<file path="config.mk">
export PLATFORM = sky130hd
export DESIGN_NAME = uart_tx_cfg_flat
export DESIGN_NICKNAME = d
export VERILOG_FILES = /design/src/rtl/uart_pkg.sv /design/src/rtl/uart_tx_cfg_if.sv /design/src/rtl/uart_sync_fifo.sv /design/src/rtl/uart_tx_cfg.sv /design/src/flat_wrapper.sv
export SDC_FILE = /design/constraint.sdc
export NUM_CORES = 1
export LEC_CHECK = 0
export ABC_AREA = 1
export BUFFER_PORTS_ARGS = -buffer_cell sky130_fd_sc_hd__clkbuf_2
export CELL_PAD_IN_SITES_DETAIL_PLACEMENT = 1
export CELL_PAD_IN_SITES_GLOBAL_PLACEMENT = 1
export CORE_UTILIZATION = 49
export CTS_CLUSTER_DIAMETER = 40
export DETAILED_ROUTE_END_ITERATION = 7
export GPL_TIMING_DRIVEN = 1
export PLACE_DENSITY_LB_ADDON = 0.05
export SYNTH_ARGS = -nofsm -noshare
export SYNTH_HDL_FRONTEND = slang
export SYNTH_HIERARCHICAL = 1
export SYNTH_SLANG_ARGS = --single-unit
</file>
<file path="constraint.sdc">
create_clock -name clk -period 4.43 [get_ports clk]
set_clock_uncertainty 0.15 [all_clocks]
set_input_delay 0.886 -clock clk [delete_from_list [all_inputs] [get_ports clk]]
set_output_delay 0.886 -clock clk [all_outputs]
set_load 0.02 [all_outputs]
</file>
<file path="src/rtl/uart_pkg.sv">
// Shared UART definitions: engine state encoding, parity modes, bit-timing helper, parameter legality check.
// Latency: n/a (package).
// Backpressure: n/a (package).
package uart_pkg;

  typedef enum logic [2:0] {
    ST_IDLE   = 3'd0,
    ST_START  = 3'd1,
    ST_DATA   = 3'd2,
    ST_PARITY = 3'd3,
    ST_STOP   = 3'd4,
    ST_BREAK  = 3'd5,
    ST_MARK   = 3'd6
  } tx_state_e;

  localparam int PAR_NONE = 0;
  localparam int PAR_ODD  = 1;
  localparam int PAR_EVEN = 2;

  // Clocks per serial bit, truncated; the remainder shows up as a small baud error.
  function automatic int cyc_per_bit(input int clk_freq, input int baud);
    return clk_freq / baud;
  endfunction

  // True when the elaboration parameters describe a buildable transmitter/receiver.
  function automatic bit cfg_ok(input int cpb, input int dbits, input int par,
                                input int stops, input int depth);
    return (cpb >= 2) &&
           (dbits >= 5) && (dbits <= 9) &&
           (par >= PAR_NONE) && (par <= PAR_EVEN) &&
           ((stops == 1) || (stops == 2)) &&
           (depth >= 2) && ((depth & (depth - 1)) == 0);
  endfunction

endpackage

</file>
<file path="src/rtl/uart_tx_cfg_if.sv">
// Valid/ready word stream feeding the UART transmitter.
// Latency: n/a (wires only).
// Backpressure: source holds s_valid/s_data until it sees s_ready high at a clock edge.
interface uart_tx_cfg_if #(
  parameter int DATA_BITS = 8
);
  logic [DATA_BITS-1:0] s_data;
  logic                 s_valid;
  logic                 s_ready;

  modport master (output s_data, output s_valid, input s_ready);
  modport slave  (input s_data, input s_valid, output s_ready);
endinterface

</file>
<file path="src/rtl/uart_sync_fifo.sv">
// Single-clock FIFO with show-ahead read data and full/empty/level flags.
// Latency: a written word is visible on rd_data the cycle after the write edge.
// Backpressure: writes while full and reads while empty are ignored.
module uart_sync_fifo #(
  parameter int WIDTH = 8,
  parameter int DEPTH = 4
) (
  input  logic                           clk,
  input  logic                           rst_n,
  input  logic                           wr_en,
  input  logic [WIDTH-1:0]               wr_data,
  input  logic                           rd_en,
  output logic [WIDTH-1:0]               rd_data,
  output logic                           full,
  output logic                           empty,
  output logic [$clog2(DEPTH+1)-1:0]     level
);
  localparam int AW = $clog2(DEPTH);

  // One extra pointer bit distinguishes full from empty when the addresses match.
  logic [AW:0]      wr_ptr, rd_ptr;
  logic [WIDTH-1:0] mem [DEPTH];
  logic             do_wr, do_rd;

  assign do_wr   = wr_en && !full;
  assign do_rd   = rd_en && !empty;
  assign empty   = (wr_ptr == rd_ptr);
  assign full    = (wr_ptr[AW] != rd_ptr[AW]) && (wr_ptr[AW-1:0] == rd_ptr[AW-1:0]);
  assign level   = wr_ptr - rd_ptr;
  assign rd_data = mem[rd_ptr[AW-1:0]];

  // Storage array; contents need no reset since the pointers gate visibility.
  always_ff @(posedge clk) begin
    if (do_wr) mem[wr_ptr[AW-1:0]] <= wr_data;
  end

  // Pointer update; reset empties the FIFO.
  always_ff @(posedge clk or negedge rst_n) begin
    if (!rst_n) begin
      wr_ptr <= '0;
      rd_ptr <= '0;
    end else begin
      if (do_wr) wr_ptr <= wr_ptr + 1'b1;
      if (do_rd) rd_ptr <= rd_ptr + 1'b1;
    end
  end
endmodule

</file>
<file path="src/rtl/uart_tx_cfg.sv">
// UART transmitter: buffered valid/ready words become start/data(LSB first)/parity/stop frames; break generator.
// Latency: a word accepted into an empty FIFO with the engine idle drives tx low from the next clock edge.
// Backpressure: s_ready = !fifo_full; break_req is only honoured between frames, never mid-frame.
module uart_tx_cfg
  import uart_pkg::*;
#(
  parameter int CLK_FREQ   = 24_000_000,
  parameter int BAUD_RATE  = 115200,
  parameter int DATA_BITS  = 8,
  parameter int PARITY     = 0,
  parameter int STOP_BITS  = 1,
  parameter int FIFO_DEPTH = 4
) (
  input  logic                              clk,
  input  logic                              rst_n,
  uart_tx_cfg_if.slave                      s_if,
  input  logic                              break_req,
  output logic                              tx,
  output logic                              tx_busy,
  output logic [$clog2(FIFO_DEPTH+1)-1:0]   fifo_level
);
  localparam int CYC_PER_BIT = cyc_per_bit(CLK_FREQ, BAUD_RATE);
  localparam int CW          = (CYC_PER_BIT > 1) ? $clog2(CYC_PER_BIT) : 1;
  localparam int BW          = $clog2(DATA_BITS);
  localparam logic [CW-1:0] CNT_LAST = CW'(CYC_PER_BIT - 1);
  localparam logic [BW-1:0] IDX_LAST = BW'(DATA_BITS - 1);
  localparam logic          PAR_INV  = (PARITY == PAR_ODD);
  localparam logic          STOP_LAST = (STOP_BITS == 2);

  if (!cfg_ok(CYC_PER_BIT, DATA_BITS, PARITY, STOP_BITS, FIFO_DEPTH)) begin : g_bad_cfg
    $error("uart_tx_cfg: illegal parameter combination");
  end

  tx_state_e            state, state_n;
  logic [CW-1:0]        clk_count, clk_count_n;
  logic [BW-1:0]        bit_index, bit_index_n;
  logic                 stop_index, stop_index_n;
  logic [DATA_BITS-1:0] shreg, shreg_n;
  logic                 par_bit, par_bit_n;
  logic                 tx_q, tx_n;
  logic                 pop;
  logic                 bit_end;
  logic [DATA_BITS-1:0] fifo_dout;
  logic                 fifo_full, fifo_empty;

  uart_sync_fifo #(
    .WIDTH (DATA_BITS),
    .DEPTH (FIFO_DEPTH)
  ) u_fifo (
    .clk     (clk),
    .rst_n   (rst_n),
    .wr_en   (s_if.s_valid && s_if.s_ready),
    .wr_data (s_if.s_data),
    .rd_en   (pop),
    .rd_data (fifo_dout),
    .full    (fifo_full),
    .empty   (fifo_empty),
    .level   (fifo_level)
  );

  assign s_if.s_ready = !fifo_full;
  assign tx           = tx_q;
  assign tx_busy      = (state != ST_IDLE) || !fifo_empty;
  assign bit_end      = (clk_count == CNT_LAST);

  // Engine registers; reset drops any frame in flight and forces the line idle-high.
  always_ff @(posedge clk or negedge rst_n) begin
    if (!rst_n) begin
      state      <= ST_IDLE;
      clk_count  <= '0;
      bit_index  <= '0;
      stop_index <= 1'b0;
      shreg      <= '0;
      par_bit    <= 1'b0;
      tx_q       <= 1'b1;
    end else begin
      state      <= state_n;
      clk_count  <= clk_count_n;
      bit_index  <= bit_index_n;
      stop_index <= stop_index_n;
      shreg      <= shreg_n;
      par_bit    <= par_bit_n;
      tx_q       <= tx_n;
    end
  end

  // Next-state logic; tx_n is the line value for the next cycle, so tx stays a pure register.
  always_comb begin
    state_n      = state;
    clk_count_n  = clk_count;
    bit_index_n  = bit_index;
    stop_index_n = stop_index;
    shreg_n      = shreg;
    par_bit_n    = par_bit;
    tx_n         = tx_q;
    pop          = 1'b0;

    case (state)
      ST_IDLE: begin
        clk_count_n = '0;
        if (break_req) begin
          state_n = ST_BREAK;
          tx_n    = 1'b0;
        end else if (!fifo_empty) begin
          pop       = 1'b1;
          shreg_n   = fifo_dout;
          par_bit_n = (^fifo_dout) ^ PAR_INV;
          state_n   = ST_START;
          tx_n      = 1'b0;
        end else begin
          tx_n = 1'b1;
        end
      end

      ST_START: begin
        clk_count_n = clk_count + 1'b1;
        if (bit_end) begin
          clk_count_n = '0;
          bit_index_n = '0;
          state_n     = ST_DATA;
          tx_n        = shreg[0];
        end
      end

      ST_DATA: begin
        clk_count_n = clk_count + 1'b1;
        if (bit_end) begin
          clk_count_n = '0;
          if (bit_index == IDX_LAST) begin
            stop_index_n = 1'b0;
            if (PARITY != PAR_NONE) begin
              state_n = ST_PARITY;
              tx_n    = par_bit;
            end else begin
              state_n = ST_STOP;
              tx_n    = 1'b1;
            end
          end else begin
            bit_index_n = bit_index + 1'b1;
            shreg_n     = shreg >> 1;
            tx_n        = shreg[1];
          end
        end
      end

      ST_PARITY: begin
        clk_count_n = clk_count + 1'b1;
        if (bit_end) begin
          clk_count_n  = '0;
          stop_index_n = 1'b0;
          state_n      = ST_STOP;
          tx_n         = 1'b1;
        end
      end

      ST_STOP: begin
        clk_count_n = clk_count + 1'b1;
        if (bit_end) begin
          clk_count_n = '0;
          if (stop_index == STOP_LAST) begin
            // Chain straight into the next frame so queued words leave with no idle gap.
            if (!break_req && !fifo_empty) begin
              pop       = 1'b1;
              shreg_n   = fifo_dout;
              par_bit_n = (^fifo_dout) ^ PAR_INV;
              state_n   = ST_START;
              tx_n      = 1'b0;
            end else begin
              state_n = ST_IDLE;
              tx_n    = 1'b1;
            end
          end else begin
            stop_index_n = 1'b1;
          end
        end
      end

      ST_BREAK: begin
        clk_count_n = '0;
        if (!break_req) begin
          state_n = ST_MARK;
          tx_n    = 1'b1;
        end else begin
          tx_n = 1'b0;
        end
      end

      ST_MARK: begin
        clk_count_n = clk_count + 1'b1;
        if (bit_end) begin
          clk_count_n = '0;
          state_n     = ST_IDLE;
          tx_n        = 1'b1;
        end
      end

      default: begin
        state_n     = ST_IDLE;
        clk_count_n = '0;
        tx_n        = 1'b1;
      end
    endcase
  end
endmodule

</file>
<file path="src/flat_wrapper.sv">
// flat-port wrapper written by rule: the top's interface ports become plain ports
module uart_tx_cfg_flat import uart_pkg::*;
#(
  parameter int CLK_FREQ   = 24_000_000,
  parameter int BAUD_RATE  = 115200,
  parameter int DATA_BITS  = 8,
  parameter int PARITY     = 0,
  parameter int STOP_BITS  = 1,
  parameter int FIFO_DEPTH = 4
)
  (clk, rst_n, break_req, tx, tx_busy, fifo_level, s_if_s_data, s_if_s_valid, s_if_s_ready);
  uart_tx_cfg_if #(.DATA_BITS(DATA_BITS)) s_if_i ();
  input  logic clk;
  input  logic rst_n;
  input  logic break_req;
  output logic tx;
  output logic tx_busy;
  output logic [$clog2(FIFO_DEPTH+1)-1:0] fifo_level;
  input wire logic [$bits(s_if_i.s_data)-1:0] s_if_s_data;
  input wire logic [$bits(s_if_i.s_valid)-1:0] s_if_s_valid;
  output wire logic [$bits(s_if_i.s_ready)-1:0] s_if_s_ready;
  assign s_if_i.s_data = s_if_s_data;
  assign s_if_i.s_valid = s_if_s_valid;
  assign s_if_s_ready = s_if_i.s_ready;
  uart_tx_cfg #(.CLK_FREQ(CLK_FREQ), .BAUD_RATE(BAUD_RATE), .DATA_BITS(DATA_BITS), .PARITY(PARITY), .STOP_BITS(STOP_BITS), .FIFO_DEPTH(FIFO_DEPTH)) u_core (.clk(clk), .rst_n(rst_n), .s_if(s_if_i), .break_req(break_req), .tx(tx), .tx_busy(tx_busy), .fifo_level(fifo_level));
endmodule
</file>
Word-level counts from Yosys, hierarchy flattened. Memories as Yosys holds them, arrays and structs flattened. Index checks and enable logic that the tools add are counted.

Add/subtract/negate cells: 5. Equal/unequal tests: 25. Mux-type cells: 50. Reductions and logical operators: 21.

Operators by type and width (count): $mux W8 (9); $mux W3 (12); $pmux W8 S3 (1); $mux W1 (23); $pmux W3 S7 (1); $ne A2 B1 Y1 const B (8); $eq A3 B3 Y1 const B (4); $ne A2 B2 Y1 const B (5); $reduce_and A5 Y1 (2); $add A3 B1 Y3 const B (3); $reduce_and A9 Y1 (1); $reduce_bool A3 Y1 (3); $add A8 B1 Y8 const B (1); $eq A8 B8 Y1 const B (1); $reduce_and A8 Y1 (1); $eq A3 B2 Y1 const B (2); $pmux W1 S6 (1); $pmux W3 S2 (1); $logic_and A1 B1 Y1 (5); $reduce_or A5 Y1 (1); $reduce_and A4 Y1 (1); $eq A3 B1 Y1 const B (1); $eq A3 B3 Y1 (1); $logic_not A1 Y1 (3); other kinds (10) (10).

Bits in registers: 30. Memory bits (writable): 32. Input port bits: 12. Word-level logic and storage cells: 110. Memories: 1.

Memory list: u_core.u_fifo.mem (depth 4, bits a word 8, rd ports 1, clocked after Yosys merged registers in 0, wr ports 1, RTL line uart_sync_fifo.sv:22) `logic [WIDTH-1:0] mem [DEPTH];`.

Depth between registers and ports, before layout. Gate-level depths: netlist (run 1).

Word-level depth: 8. Mapped depth: 15. Gate-level depth less buffers: 14.

Hierarchy. Netlist (run 1), hierarchy kept.

Modules (own cells, without submodules): uart_sync_fifo (times used 1, cells an instance 141, area each 1692.9 µm², sequential area each 1111.1 µm²); uart_tx_cfg (times used 1, cells an instance 175, area each 1317.5 µm², sequential area each 576.8 µm²).

Least setup slack after synthesis (run 1). Ideal clock, no wire load.

Kind: register to output. Start point: register u_core.u_fifo.wr_ptr[0]. End point: output port fifo_level[2]. Arrival time: 1.457 ns. Slack: 1.937 ns. Cell stages (with the launch flop): 6. Path buffers: 0. Path through: dfrtp_1 -> inv_1 -> ha_1 -> inv_1 -> fa_1 -> xnor2_1.

Word-level cells in the longest chain between the ends: 1.

Ends and longest elaborated chain: from (decl) (RTL line uart_sync_fifo.sv:21) `logic [AW:0] wr_ptr, rd_ptr;`; from (signal assigned) (RTL line uart_sync_fifo.sv:43) `if (do_wr) wr_ptr <= wr_ptr + 1'b1;`; $sub A3 B3 Y3 (RTL line uart_sync_fifo.sv:29) `assign level = wr_ptr - rd_ptr;`; to (decl) (RTL line flat_wrapper.sv:18) `output logic [$clog2(FIFO_DEPTH+1)-1:0] fifo_level;`.

Every way passes these cells.

Worst setup path in the final report (run 1).
Start point: register u_core.u_fifo.rd_ptr[0]. End point: output port fifo_level[2].

Word-level cells in the longest chain between the ends: 1.

Ends and longest elaborated chain: from (decl) (RTL line uart_sync_fifo.sv:21); from (signal assigned) (RTL line uart_sync_fifo.sv:44) `if (do_rd) rd_ptr <= rd_ptr + 1'b1;`; $sub A3 B3 Y3 (RTL line uart_sync_fifo.sv:29).

Every way passes these cells.

==> results of run 1 <==
-- worst max-delay path: stages (launching register included) --
cell      delay, ps
dfrtp_1         770
ha_1            290
inv_1            50
fa_1            370
xnor2_1         170
clkbuf_2        190
-- sequential cells by signal, summed over array words and instances, names as in the netlist --
register,count
u_core/bit_index,3
u_core/clk_count,8
u_core/shreg,8
u_core/state,3
u_core/tx,1
u_core/u_fifo/mem,32
u_core/u_fifo/rd_ptr,3
u_core/u_fifo/wr_ptr,3
-- per-layer routing --
metal,GRT usage,up-vias
li1,-,1077
met1,0.294,1010
met2,0.379,36
met3,0.0409,13
met4,0.123,0
met5,0,-
-- power by group --
| group | internal, mW | switching [mW] |
|---|---|---|
| logic | 0.320 | 0.648 |
| registers | 0.771 | 0.137 |
| clock network | 0.320 | 0.238 |
| total | 1.41 | 1.02 |
-- layout make-up --
type                       instances  share of cell area
sequential                        61               0.506
multi-input combinational        211               0.333
inverter                          35              0.0405
clock buffer                       9              0.0372
clock inverter                     7              0.0297
tap                               75              0.0282
timing repair buffer              17              0.0255
-- cell usage after synthesis (all sizes together) --
library cell,instances,share of area
edfxtp,32,0.32
inv,34,0.043
dfrtp,28,0.23
o21ai,36,0.061
a21oi,2,0.0033
nand2,74,0.10
fa,1,0.0067
or2,7,0.015
ha,10,0.042
nand3,19,0.039
nor3b,1,0.0025
dfstp,1,0.0087
nand4,3,0.0062
o22ai,8,0.017
nor3,3,0.0050
clkinv,1,0.0017
xnor2,1,0.0029
buf,9,0.026
nor2,43,0.057
xor2,3,0.0087
-- worst paths after layout --
kind                                                      to  slack [ps]  cells after the start
max in group asynchronous        u_core/shreg[0]$_DFFE_PN0P_        3170                      1
min                            u_core/clk_count[0]$_DFF_PN0_         320                      1
max reg2reg                u_core/u_fifo/mem[2][1]$_DFFE_PP_        1490                      8
min in group asynchronous    u_core/bit_index[1]$_DFFE_PN0P_         460                      1
max                                            fifo_level[2]        1220                      5
min reg2reg                    u_core/clk_count[0]$_DFF_PN0_         320                      1
-- per-stage QoR --
stage	total power [mW]	cells	worst slack [ps]	hold slack, ps	instance area [um^2]
5_1_grt	2.63	415	1070	339	3330
2_1_floorplan	1.67	316	1940	283	3010
3_5_place_dp	1.89	399	1490	310	3110
6_report	2.44	415	1220	316	3330
4_1_cts	2.47	415	1180	321	3330
3_3_place_gp	1.86	399	1640	303	3110
-- cells by family after synthesis --
group,count (synthesis),share of synthesized area
AO/OA/AOI/OAI,46,0.0810
adder cells (fa/ha/maj),11,0.0482
flip-flops,61,0.561
buffers and inverters,44,0.0711
XOR/XNOR,4,0.0116
AND/OR/NAND/NOR,150,0.227
==> run summary, run 1 <==
Die area -> 6460 um^2
Final WL -> 6.61 mm
Diodes inserted -> 0
Max Fanout on Critical Path -> 20
WP data required -> 3390 ps
Static Leakage -> 1.51 nW
ANT nets after route -> 0
FF-to-FF Start -> u_core/u_fifo/rd_ptr[0]$_DFFE_PN0P_
Slew margin rel. -> 0.475
P&R area growth vs syn -> 10.7%
Area of the multi-input gates -> 1110 um^2
Setup TNS -> 0 ps
Synthesized flop and latch total -> 61
Core region area -> 5920 um^2
Global Route Usage Sum -> 0.233
Crit path from -> u_core/u_fifo/rd_ptr[0]$_DFFE_PN0P_
DR WL/cell -> 15.9 um
RePlAce Congestion -> 0.776
First-pass GRT wire length -> 10.6 mm
IO Pins -> 18
FP Rows -> 28
Pre-Repair DR Iteration Count -> 4
Power Density -> 731 nW/um^2
Commonest non-fill, non-tap cell in the layout -> nand2_1
Via Count -> 2136
MaxCap Viol Count -> 0
RSZ-0062 raised after global routing -> false
CTS buffer count -> 9
Fillers -> 687
Clock latency on the worst-skew pair -> 350 ps
H-tree depth -> 3
Most frequent cells in the layout -> nand2_1 (65), nor2_1 (41), edfxtp_1 (32)
Post-synthesis sequential area ratio -> 0.561
Register area -> 1690 um^2
YS warnings -> 6
CTS Hold Bufs -> 0
Clk slew on worst S/H paths -> 70 ps
Max Slew Vio Count -> 0
Mapped Avg Cell Area -> 9.53 um^2
Setup crit end kind -> output port
Share of layout cells above drive strength 1 -> 0.179
Mapped Nets -> 339
Clock root cell -> clkbuf_8
Clock sinks -> 61
CP arrival -> 2180 ps
Residual DRC count -> 0
Final nets -> 358
Gate Count Post-Synth -> 316
Synth Cell Area -> 3010 um^2
Clock tree buffer depth -> 2
Number of hold violations in the final report -> 0
Worst-Margin Slew -> 788 ps
IO buf count -> 17
Highest routed layer -> met4
Final setup fails -> 0
Effective utilization at floorplan -> 0.508
Vias in the first global route -> 2137
Maximum VDD drop -> 0.000440 V
CTS tree -> yes
Met3 Wirelength -> 213 um
DR WL met2 -> 3.23 mm
Largest net degree at the start of global routing -> 30
Distinct cells, synth -> 32
PostCTS Resize Cnt -> 0
Fin crit period -> 3210 ps
CP Launch Type -> flop
Post-DP HPWL -> 4.70 mm
Final Cycle Share -> 0.726
Post-CTS Setup Repair Bufs -> 0
CP Class -> flop to output port
Die Wd -> 80.4 um
Initial DRC count -> 74
Status -> finished, final reports clean
Die height -> 80.4 um
Upper clock frequency limit -> 311 MHz
Met1 WL -> 3.02 mm
GRT overflow -> 0
Vias/cell -> 5.15
Core Util, Final -> 0.563
Worst Hold Class -> flop to flop
Worst Hold Launch -> u_core/clk_count[0]$_DFF_PN0_
Antenna violations before repair -> 0
Power figures use the tool's default switching activity.
==> run 2: changes to the inputs <==
CORE_UTILIZATION = 42   (was 49)
clock period = 2.75 ns   (was 4.43 ns; I/O delays follow)
==> run 2 against run 1 <==
- non-clock buffer count rose by 6
- setup slack got worse by 980 ps
- final area rose by 0.71%
- hold slack got worse by 200 ps
==> run summary, run 2 (same netlist as run 1, synthesis figures left out) <==
Status -> finished, final reports clean
Effective utilization at floorplan -> 0.438 (-0.0702)
Final setup fails -> 0 (unchanged)
Met3 Wirelength -> 176 um (-17%)
DR WL met2 -> 2.77 mm (-14%)
Die Wd -> 86.7 um (+7.8%)
Final Cycle Share -> 0.913
Setup TNS -> 0 ps (unchanged)
Pre-Repair DR Iteration Count -> 4 (unchanged)
Psw -> 1.64 mW (+61%)
Clock root cell -> clkbuf_8
Max Fanout on Critical Path -> 11 (-45%)
Max Slew Vio Count -> 0 (unchanged)
Logic pwr share -> 0.439 (+0.042)
Setup crit end kind -> output port
Maximum VDD drop -> 0.000663 V (+51%)
Largest net degree at the start of global routing -> 30 (unchanged)
Slew margin rel. -> 0.490 (+0.0149)
Post-CTS Setup Repair Bufs -> 0 (unchanged)
Clock power frac -> 0.185 (-0.044)
H-tree depth -> 3 (unchanged)
Clock sinks -> 61 (unchanged)
Global Route Usage Sum -> 0.198 (-0.0352)
IO Pins -> 18 (unchanged)
Met1 WL -> 3.28 mm (+8.4%)
Vias/cell -> 4.86 (-5.6%)
Antenna violations before repair -> 0 (unchanged)
Power Density -> 1120 nW/um^2 (+54%)
CP Class -> flop to output port
Fin crit period -> 2510 ps
DR WL/cell -> 14.4 um (-9.6%)
Highest routed layer -> met4
Sw frac -> 0.436 (+0.0157)
Commonest non-fill, non-tap cell in the layout -> nand2_1
CP arrival -> 1810 ps (-370 ps)
Fillers -> 817 (+19%)
Final WL -> 6.36 mm (-3.8%)
Die area -> 7510 um^2 (+16%)
GRT overflow -> 0 (unchanged)
First-pass GRT wire length -> 10.8 mm (+1.8%)
Share of layout cells above drive strength 1 -> 0.197 (+0.0171)
Clock latency on the worst-skew pair -> 350 ps (about the same)
Clock tree buffer depth -> 2 (unchanged)
Via Count -> 2148 (+0.56%)
WP data required -> 2050 ps (-1340 ps)
CP Launch Type -> flop
IO buf count -> 17 (unchanged)
Vias in the first global route -> 2174 (+1.7%)
Design area -> 3360 um^2 (+0.71%)
Final nets -> 364 (+1.7%)
Flop pwr share -> 0.376 (+0.003)
Static Leakage -> 1.52 nW (+0.48%)
Clk slew on worst S/H paths -> 80 ps (about the same)
Upper clock frequency limit -> 398 MHz
Number of hold violations in the final report -> 0 (unchanged)
Worst Hold Class -> primary input to async pin
FP Rows -> 30 (+7.1%)
RSZ-0062 raised after global routing -> false
Core region area -> 6870 um^2 (+16%)
Dpl cell area -> 3180 um^2 (+2.3%)
Most frequent cells in the layout -> nand2_1 (65), nor2_1 (41), edfxtp_1 (32)
P&R area growth vs syn -> 11.5%
Internal -> 2.13 mW (+51%)
RePlAce Congestion -> 0.774 (-0.23%)
Worst-Margin Slew -> 766 ps (-22.3 ps)
Die height -> 86.7 um (+7.8%)
CTS buffer count -> 9 (unchanged)
MaxCap Viol Count -> 0 (unchanged)
Post-DP HPWL -> 4.70 mm (about the same)
Diodes inserted -> 0 (unchanged)
Residual DRC count -> 0 (unchanged)
Number of flip-flops in the largest register -> 32 (unchanged)
Initial DRC count -> 55 (-26%)
CTS tree -> yes
ANT nets after route -> 0 (unchanged)
[run 2: timing repair]
item,in CTS,in global routing
setup endpoints to repair,0,2
hold buffers,0,0
gates resized for setup,0,1
[run 2: final cells by class]
class	instances	area, um^2	share of cell area
sequential	61	1690	0.503
multi-input combinational	211	1110	0.330
inverter	35	135	0.0403
timing repair buffer	23	130	0.0388
clock buffer	9	124	0.0369
tap	96	120	0.0358
clock inverter	7	50.0	0.0149
[run 2: path summary, 6_finish.rpt]
check / startpoint / endpoint / slack, ps / cells after the start
max in group asynchronous: rst_n / u_core/u_fifo/rd_ptr[1]$_DFFE_PN0P_ / 1800 / 1
worst max-delay path: u_core/u_fifo/rd_ptr[1]$_DFFE_PN0P_ / tx_busy / 240 / 8
worst min register to register: u_core/clk_count[0]$_DFF_PN0_ / u_core/clk_count[0]$_DFF_PN0_ / 320 / 1
worst max register to register: u_core/u_fifo/rd_ptr[1]$_DFFE_PN0P_ / u_core/u_fifo/mem[0][6]$_DFFE_PP_ / 540 / 11
worst min-delay path: rst_n / u_core/bit_index[1]$_DFFE_PN0P_ / 120 / 1
min in group clk: s_if_s_data[1] / u_core/u_fifo/mem[3][1]$_DFFE_PP_ / 280 / 1
[run 2: metal layers]
metal  track usage  vias to the layer above
met2         0.279                       29
met5             0                        -
met3        0.0581                       11
met4        0.0864                        0
li1              -                     1085
met1         0.281                     1023
[run 2: per-stage QoR]
step	power, mW	cells	util	hold slack, ps	setup slack [ps]
after floorplan	2.70	316	-	104	280
after global placement	3.07	426	0.463	297	491
after detailed placement	3.12	426	0.463	315	422
after CTS	3.84	442	0.489	145	97.7
after global routing	4.11	442	0.489	166	56.4
final	3.77	442	0.489	116	240
[run 2: power groups by stage]
stage | Sequential (mW) | Clock, mW | Combinational, mW
6_report | 1.42 | 0.699 | 1.66
5_1_grt | 1.46 | 0.758 | 1.90
4_1_cts | 1.42 | 0.726 | 1.69
3_5_place_dp | 1.44 | 0 | 1.68
3_3_place_gp | 1.43 | 0 | 1.64
2_1_floorplan | 1.37 | 0 | 1.33
[run 2: worst max-delay path, cell delays in order (launching register included)]
cell,delay (ps)
dfrtp_2,460
inv_1,80
ha_1,280
nand2_1,50
inv_1,120
nand3_2,140
inv_1,120
nand2_1,70
clkbuf_2,150
==> run 3: changes to the inputs <==
SYNTH_HIERARCHICAL = unset   (was 1)
==> run 3 against run 2 <==
- maximum frequency decreased by 1.6%
- count of clock-buffer cells in the layout increased by 3
- sequential cell count unchanged
- synthesized area decreased by 0.75%
- global-route usage increased by 1.1 points
- highest routed layer unchanged
==> run summary, run 3 <==
Vias/cell -> 4.96 (+2.1%)
WP data required -> 2050 ps (about the same)
Mapped Avg Cell Area -> 9.52 um^2 (-0.12%)
Upper clock frequency limit -> 392 MHz (-1.6%)
Clock root cell -> clkbuf_8
Top cell type's share of synthesized area -> 0.322 (+0.00241)
Area of the multi-input gates -> 1150 um^2 (+3.5%)
Distinct cells, synth -> 33 (+3.1%)
Setup TNS -> 0 ps (unchanged)
Clock tree buffer depth -> 2 (unchanged)
CP Class -> flop to output port
Post-synth EDFFs -> 32 (unchanged)
Design area -> 3410 um^2 (+1.5%)
Final Cycle Share -> 0.928 (+0.0149)
Top FF cell, synth -> edfxtp_1
Core region area -> 6830 um^2 (-0.55%)
Diodes inserted -> 0 (unchanged)
Synth top cells by count -> nand2_1 (92), edfxtp_1 (32), nand3_1 (29)
IO buf count -> 17 (unchanged)
Synth Cell Area -> 2990 um^2 (-0.75%)
Clock sinks -> 61 (unchanged)
Worst Hold Class -> primary input to async pin
Final setup fails -> 0 (unchanged)
Final nets -> 367 (+0.82%)
Fillers -> 812 (-0.61%)
P&R area growth vs syn -> 14.0%
Gate Count Post-Synth -> 314 (-0.63%)
Die height -> 86.3 um (-0.36%)
CTS buffer count -> 9 (unchanged)
Residual DRC count -> 0 (unchanged)
Most frequent cell after synthesis -> nand2_1
DR WL/cell -> 15.0 um (+4.3%)
First-pass GRT wire length -> 11.4 mm (+6.0%)
PostCTS Resize Cnt -> 0 (unchanged)
Number of hold violations in the final report -> 0 (unchanged)
Status -> finished, final reports clean
Synth area leaders -> edfxtp_1 (32%), dfrtp_1 (23%), nand2_1 (12%)
Post-synth ARST share -> 0.475 (unchanged)
Setup crit end kind -> output port
Share of layout cells above drive strength 1 -> 0.172 (-0.0246)
Via Count -> 2207 (+2.7%)
Effective utilization at floorplan -> 0.437 (-0.000889)
Mapped Nets -> 337 (-0.59%)
Power Density -> 1160 nW/um^2 (+3.1%)
Static Leakage -> 1.56 nW (+2.3%)
YS warnings -> 0 (-6)
Slew margin rel. -> 0.458 (-0.0313)
Number of flip-flops in the largest register -> 32 (unchanged)
Yosys top cell by area -> edfxtp_1
Global Route Usage Sum -> 0.208 (+0.0107)
Fin crit period -> 2550 ps (+40.9 ps)
Final WL -> 6.68 mm (+5.0%)
Post-DP HPWL -> 4.73 mm (+0.56%)
Total power -> 3.94 mW (+4.6%)
Worst-Margin Slew -> 813 ps (+47.0 ps)
Most frequent cells in the layout -> nand2_1 (92), edfxtp_1 (32), nand3_1 (29)
Pre-Repair DR Iteration Count -> 4 (unchanged)
Min Hold Slack -> 142 ps (+26.0 ps)
CP Launch Type -> flop
Dpl cell area -> 3210 um^2 (+0.98%)
Max Slew Vio Count -> 0 (unchanged)
Initial DRC count -> 87 (+58%)
H-tree depth -> 3 (unchanged)
Clock latency on the worst-skew pair -> 340 ps (about the same)
RSZ-0062 raised after global routing -> false
Register area -> 1690 um^2 (about the same)
MaxCap Viol Count -> 0 (unchanged)
Maximum VDD drop -> 0.000559 V (-16%)
ANT nets after route -> 0 (unchanged)
Post-CTS Setup Repair Bufs -> 0 (unchanged)
Post-synthesis sequential area ratio -> 0.565 (+0.00423)
CTS Hold Bufs -> 0 (unchanged)
CP arrival -> 1850 ps (+40 ps)
RePlAce Congestion -> 0.762 (-1.6%)
FP Rows -> 30 (unchanged)
Synthesized flop and latch total -> 61 (unchanged)
Clk slew on worst S/H paths -> 70 ps (about the same)
Core Util, Final -> 0.499 (+0.00983)
Max Fanout on Critical Path -> 4 (-7)
IO Pins -> 18 (unchanged)
Commonest non-fill, non-tap cell in the layout -> nand2_1
Antenna violations before repair -> 0 (unchanged)
Largest net degree at the start of global routing -> 30 (unchanged)
Vias in the first global route -> 2299 (+5.7%)
CTS tree -> yes
Die Wd -> 86.3 um (-0.36%)
Die area -> 7460 um^2 (-0.73%)
GRT overflow -> 0 (unchanged)
[run 3: cell types whose count changed after synthesis, moves of 5 or more]
| cell | change |
|---|---|
| o21ai_0 | -21 |
| nor2_1 | -13 |
| o22ai_1 | -8 |
| o21ai_1 | -6 |
| or2_2 | -6 |
| nand3_1 | +13 |
| nand4_1 | +5 |
| nand2_1 | +27 |
[run 3: where the power goes]
| part | internal [mW] | switching [mW] | leakage, nW |
|---|---|---|---|
| combinational | 0.576 | 1.16 | 0.803 |
| clock | 0.441 | 0.353 | 0.0964 |
| sequential | 1.25 | 0.163 | 0.657 |
| total | 2.27 | 1.68 | 1.56 |
[run 3: worst paths after layout]
| check | slack (ps) | depth (start not counted) | start | to |
|---|---|---|---|---|
| max | 200 | 8 | u_core.u_fifo.wr_ptr[0]$_DFFE_PN0N_ | tx_busy |
| min | 140 | 1 | rst_n | u_core.shreg[7]$_DFFE_PN0P_ |
| max reg2reg | 730 | 10 | u_core.bit_index[0]$_DFFE_PN0P_ | u_core.shreg[7]$_DFFE_PN0P_ |
| min reg2reg | 320 | 1 | u_core.clk_count[0]$_DFF_PN0_ | u_core.clk_count[0]$_DFF_PN0_ |
| max in group asynchronous | 1790 | 1 | rst_n | u_core.state[0]$_DFFE_PN0P_ |
| min in group clk | 280 | 1 | s_if_s_data[1] | u_core.u_fifo.mem[3][1]$_DFFE_PP_ |
[run 3: cell type report]
cell class / count / share of cell area
Clock inverter: 4 / 0.0140
Timing Repair Buffer: 24 / 0.0404
Inverter: 32 / 0.0353
Sequential cell: 61 / 0.496
Clock buffer: 12 / 0.0426
Tap cell: 96 / 0.0353
Multi-Input combinational cell: 216 / 0.337
[run 3: cells by family after synthesis]
group,Yosys count,synth area share
adder cells (fa/ha/maj),11,0.0486
buffers and inverters,37,0.0511
AND/OR/NAND/NOR,182,0.283
XOR/XNOR,7,0.0205
flip-flops,61,0.565
AO/OA/AOI/OAI,16,0.0318
[run 3: worst max-delay path, stage by stage (launching register included)]
cell and delay, ps:
dfrtp_1 380, inv_1 110, ha_1 320, nand2_1 50, inv_1 70, nand3_1 120
nor2_1 230, inv_1 70, clkbuf_2 150
[run 3: per-layer routing]
| layer | track usage | routed length, um | vias up |
|---|---|---|---|
| met5 | 0 | 0 | - |
| met4 | 0.108 | 168 | 0 |
| met3 | 0.0352 | 131 | 13 |
| met2 | 0.335 | 3240 | 26 |
| met1 | 0.271 | 3130 | 1075 |
| li1 | - | - | 1093 |
[run 3: stage by stage]
stage          cells  setup slack (ps)
2_1_floorplan    314               305
3_3_place_gp     429               642
3_5_place_dp     429               548
4_1_cts          445               159
5_1_grt          445              56.7
6_report         445               199
